==> src/rtl/ids_lab05_scan_decoder_if.sv <==
// ids_lab05_scan_decoder_if: control inputs and decoded outputs of the scan decoder
interface ids_lab05_scan_decoder_if #(
  parameter int SEL_W = 3
);
  localparam int OUTS = 2 ** SEL_W;
  logic             e;
  logic             mode;
  logic [SEL_W-1:0] a;
  logic [OUTS-1:0]  d;
  logic [SEL_W-1:0] idx;
  logic             valid;
  logic             wrap;
  modport master (output e, mode, a, input d, idx, valid, wrap);
  modport slave  (input e, mode, a, output d, idx, valid, wrap);
endinterface

==> src/rtl/ids_lab05_scan_decoder.sv <==
// ids_lab05_scan_decoder: registered N-to-2^N decoder with enable and auto-scan mode.
// Define DEC_ACTIVE_LOW_EN to drive d inverted (active line low, idle all ones).
module ids_lab05_scan_decoder #(
  parameter int SEL_W    = 3,
  parameter int SCAN_DIV = 4,
  parameter int DIV_W    = 16
) (
  input  logic clk_i,
  input  logic rst_n_i,
  ids_lab05_scan_decoder_if.slave bus
);
  localparam int OUTS = 2 ** SEL_W;
  typedef enum logic [1:0] {IDLE, DIRECT, SCAN} state_t;
  state_t           state_q, state_d;
  logic [OUTS-1:0]  d_q, d_d;
  logic [SEL_W-1:0] idx_q, idx_d;
  logic [DIV_W-1:0] div_q, div_d;
  logic             valid_q, valid_d, wrap_q, wrap_d, step;
  always_ff @(posedge clk_i or negedge rst_n_i)
    if (!rst_n_i) begin
      state_q <= IDLE;
      d_q     <= '0;
      idx_q   <= '0;
      div_q   <= '0;
      valid_q <= 1'b0;
      wrap_q  <= 1'b0;
    end else begin
      state_q <= state_d;
      d_q     <= d_d;
      idx_q   <= idx_d;
      div_q   <= div_d;
      valid_q <= valid_d;
      wrap_q  <= wrap_d;
    end
  always_comb begin
    state_d = !bus.e ? IDLE : (bus.mode ? SCAN : DIRECT);
    step    = state_q == SCAN && div_q == DIV_W'(SCAN_DIV - 1);
    idx_d   = idx_q;
    div_d   = '0;
    wrap_d  = 1'b0;
    // Entering scan (from any other state) restarts at a with a fresh dwell
    if (state_d == DIRECT || (state_d == SCAN && state_q != SCAN))
      idx_d = bus.a;
    else if (state_d == SCAN) begin
      div_d  = step ? '0 : div_q + 1'b1;
      idx_d  = step ? idx_q + 1'b1 : idx_q;
      wrap_d = step && idx_q == SEL_W'(OUTS - 1);
    end
    d_d     = state_d == IDLE ? '0 : OUTS'(1) << idx_d;
    valid_d = state_d != IDLE;
  end
`ifdef DEC_ACTIVE_LOW_EN
  assign bus.d = ~d_q;
`else
  assign bus.d = d_q;
`endif
  assign bus.idx   = idx_q;
  assign bus.valid = valid_q;
  assign bus.wrap  = wrap_q;
endmodule
==> src/flat_wrapper.sv <==
// flat-port wrapper written by rule: the top's interface ports become plain ports
module ids_lab05_scan_decoder_flat 
#(
  parameter int SEL_W    = 3,
  parameter int SCAN_DIV = 4,
  parameter int DIV_W    = 16
)
  (clk_i, rst_n_i, bus_e, bus_mode, bus_a, bus_d, bus_idx, bus_valid, bus_wrap);
  ids_lab05_scan_decoder_if #(.SEL_W(SEL_W)) bus_i ();
  input  logic clk_i;
  input  logic rst_n_i;
  input wire logic [$bits(bus_i.e)-1:0] bus_e;
  input wire logic [$bits(bus_i.mode)-1:0] bus_mode;
  input wire logic [$bits(bus_i.a)-1:0] bus_a;
  output wire logic [$bits(bus_i.d)-1:0] bus_d;
  output wire logic [$bits(bus_i.idx)-1:0] bus_idx;
  output wire logic [$bits(bus_i.valid)-1:0] bus_valid;
  output wire logic [$bits(bus_i.wrap)-1:0] bus_wrap;
  assign bus_i.e = bus_e;
  assign bus_i.mode = bus_mode;
  assign bus_i.a = bus_a;
  assign bus_d = bus_i.d;
  assign bus_idx = bus_i.idx;
  assign bus_valid = bus_i.valid;
  assign bus_wrap = bus_i.wrap;
  ids_lab05_scan_decoder #(.SEL_W(SEL_W), .SCAN_DIV(SCAN_DIV), .DIV_W(DIV_W)) u_core (.clk_i(clk_i), .rst_n_i(rst_n_i), .bus(bus_i));
endmodule
==> config.mk <==
export PLATFORM = sky130hd
export DESIGN_NAME = ids_lab05_scan_decoder_flat
export DESIGN_NICKNAME = d
export VERILOG_FILES = /design/src/rtl/ids_lab05_scan_decoder_if.sv /design/src/rtl/ids_lab05_scan_decoder.sv /design/src/flat_wrapper.sv
export SDC_FILE = /design/constraint.sdc
export NUM_CORES = 1
export LEC_CHECK = 0
export ABC_AREA = 1
export BUFFER_PORTS_ARGS = -buffer_cell sky130_fd_sc_hd__buf_2
export CAP_MARGIN = 30
export CORE_MARGIN = 4
export CORE_UTILIZATION = 55
export CTS_BUF_LIST = sky130_fd_sc_hd__clkbuf_4 sky130_fd_sc_hd__clkbuf_8
export CTS_CLUSTER_SIZE = 14
export DETAILED_ROUTE_END_ITERATION = 8
export PLACE_DENSITY = 0.77
export SETUP_SLACK_MARGIN = 0.05
export SYNTH_ARGS = -nofsm -noshare
export SYNTH_HDL_FRONTEND = slang
export SYNTH_SLANG_ARGS = --single-unit
export TNS_END_PERCENT = 100
==> constraint.sdc <==
create_clock -name clk_i -period 3.98 [get_ports clk_i]
set_input_delay 0.199 -clock clk_i [delete_from_list [all_inputs] [get_ports clk_i]]
set_output_delay 0.199 -clock clk_i [all_outputs]
set_load 0.01 [all_outputs]
==> metrics <==
Synth top area share=49.76%; maximum VDD drop=0.3141 mV; DRT Pass-1 Iters=4; CP dominant cell by count=nor2_1; skew final=5.398 ps; synth unique cells=28; Die H=61.24 um; Routed wire per std cell=12.95 um; pre-CTS setup slack=2249 ps; CTS buffer count=5; GRT Max-Usage Layer=met2; HPWL Detailed=2.325 mm; critical path depth=10; initial antenna violation count=0; synthesized area=0.001559 mm2; Period minus WS final=1753 ps; Cell Pwr Density=345.8 mW/mm2; DRT Wirelength=3.095 mm; Clock Sink Count=31; Worst-Margin Slew=681.8 ps; Final TNS setup=0 ps; Worst-Skew Late Latency=340 ps; critical path fanouts, max=13; crit path buf inv count=2; Final Max Slew Viols=0; GR met1 Demand/Resource=21.84%; Worst Setup Start Kind=flip-flop; WP data arrival=1980 ps; Die Area=0.003750 mm2; met2 usage=33.99%; number of global-route vias before repair=1280; num rows=19; area of the multi-input gates=666.9 um2; Syn Inst Count=182; Crit path max-delay family=simple AND/OR/NAND/NOR gates; H-tree Lvls=2; Boundary Pins=20; internal reg-to-reg setup slack=2230 ps; total track usage=19.75%; MaxCap Viol Count=0; Yosys top cell by area=dfrtp_1; first-pass GRT wire length=5.299 mm; grt total ovfl=0; RR Startpoint=u_core.div_q[14]; Placed Cells=230; NumNets Final=217; GPL Wtd Cong=0.7965; R2R cell count=10; largest net degree at the start of global routing=32; setup bufs post-CTS=0; yosys warns=0; Yosys reg bits=31; CP max-delay cell=dfrtp_1; worst-path cell chain=nor2_1 > nand2_1 > nor2_1 > nand2_1 > nor2_1 > inv_1 > nand2_2 > inv_1 > o21ai_0 > a21oi_1; Final Instance Count excl. Fillers=239; RSZ-0062 raised after global routing=false; Post-synth EDFFs=0; CP Capture Type=flip-flop; CP required=4200 ps; syn_nets=192; top post-synthesis cells by area=dfrtp_1, nand2_1, nor2_1; leakage=0.8901 nW; worst r2r dst=u_core.div_q[12]; Setup crit end=u_core.div_q[12]; Syn Area/Cell=8.566 um2; Async SR Flop Fraction=100.0%; DR vias/cell=5.213; Area Growth Syn to Fin=13.16%; layout cells sized above 1=25.48%; Max Freq=570.4 MHz; Initial Util=57.03%; critical path class=flip-flop to flip-flop; crit-path max cell delay=410 ps; Min-Delay Path Class=primary input to flip-flop; # port buffers=19; Final Hold Vio Count=0; clk buf depth=2; clock-pin slew on the worst setup and hold paths=100 ps; worst rel slew slack=54.55%; Main synth FF type=dfrtp_1; 1st-iter DRT viols=34; FF+latch area=775.7 um2; commonest non-fill, non-tap cells in the layout=nand2_1, dfrtp_1, nor2_1; TritonCTS clock tree=built; DRC Markers=0; ANT cells=0; Die Width=61.24 um; Setup WS post-layout=2227 ps; Core Box Area=0.002734 mm2; Root Buffer=clkbuf_4; crit path from=u_core.div_q[14]; Final Setup Violations=0; FILL cells=227; Seq/Total Area, Yosys=49.76%; total number of vias=1246; status=finished, final reports clean; design area=0.001764 mm2; placed cell area=0.001682 mm2; commonest non-fill, non-tap cell in the layout=nand2_1; met3 usage=6.499%; period utilization=44.05%; post-route ant nets=0
[kinds of logic after synthesis]
logic type / after synthesis / synth area share, %
AOI/OAI and AO/OA: 13 / 4.976
xor gates and xnor gates: 5 / 2.809
adders and majority gates: 3 / 2.408
buffers and inverters: 30 / 7.464
DFF: 31 / 49.76
and+or+nand+nor: 100 / 32.58
[worst reg2reg max path, stage by stage (launching register included)]
cell and delay, ps:
dfrtp_1 410, nor2_1 130, nand2_1 130, nor2_1 170, nand2_1 70, nor2_1 140
inv_1 80, nand2_2 220, inv_1 130, o21ai_0 110, a21oi_1 60
[synth_stat cells, types with 2 or more instances]
cell and count:
or2_1 2, inv_1 26, inv_2 2, dfrtp_1 31, nor2_1 28, nand4_1 4
xor2_1 4, a21oi_1 6, nand2_1 32, nor3_1 4, nand3_1 7, o21ai_0 2
ha_1 3, nand3_2 4, nor2_4 4, nand2_2 7, nor2_2 5
[registers in the layout, summed over array words and instances, names as in the netlist]
register	cells
u_core.bus.wrap	1
u_core.div_q	16
u_core.bus.valid	1
u_core.bus.idx	3
u_core.bus.d	8
u_core.state_q	2
[through the flow]
step                      hold slack [ps]  utilization [%]  power (W)
after detailed placement            273.0            61.51  0.0003975
after floorplan                    -96.59                -  0.0003722
after global placement              265.3            61.51  0.0003951
after CTS                           19.91            64.53  0.0006147
final                               32.51            64.53  0.0006100
after global routing                17.37            64.53  0.0006358
[cell type report]
| type | instances | share of cell area, % |
|---|---|---|
| clock buffers | 8 | 4.113 |
| inverters | 28 | 5.957 |
| repair buffers | 20 | 5.957 |
| multi-input cells | 121 | 37.80 |
| well taps | 31 | 2.199 |
| flip-flops and latches | 31 | 43.97 |
[how the worst min path moves through the flow]
| stage | start | to | slack, ps | cells past startpoint |
|---|---|---|---|---|
| 3_5_place_dp | rst_n_i | u_core.div_q[3] | 270 | 1 |
| 5_1_grt | bus_mode | u_core.state_q[0] | 20 | 2 |
| 3_3_place_gp | rst_n_i | u_core.div_q[4] | 270 | 1 |
| 6_report | bus_mode | u_core.state_q[0] | 30 | 2 |
| 4_1_cts | bus_mode | u_core.state_q[0] | 20 | 2 |
| 2_1_floorplan | rst_n_i | u_core.bus.d[0] | -100 | 0 |
[what timing repair did]
action	CTS	global route
hold buffers	1	0
endpoints found under the hold margin	31	0
gates resized for setup	0	0
[power by group]
group	switching, W	leakage, nW	internal, W	total [W]
clock	0.000108	0.0420	0.000111	0.000219
combinational	0.0000412	0.427	0.0000212	0.0000624
sequential	0.00000511	0.421	0.000323	0.000329
total	0.000155	0.890	0.000455	0.000610
[per-layer routing]
metal	wire length [um]	vias up
li1	-	619
met1	1345	585
met2	1551	35
met3	145	7
met4	53	0
met5	0	-
Note: power is estimated with default switching activity, not from simulation.
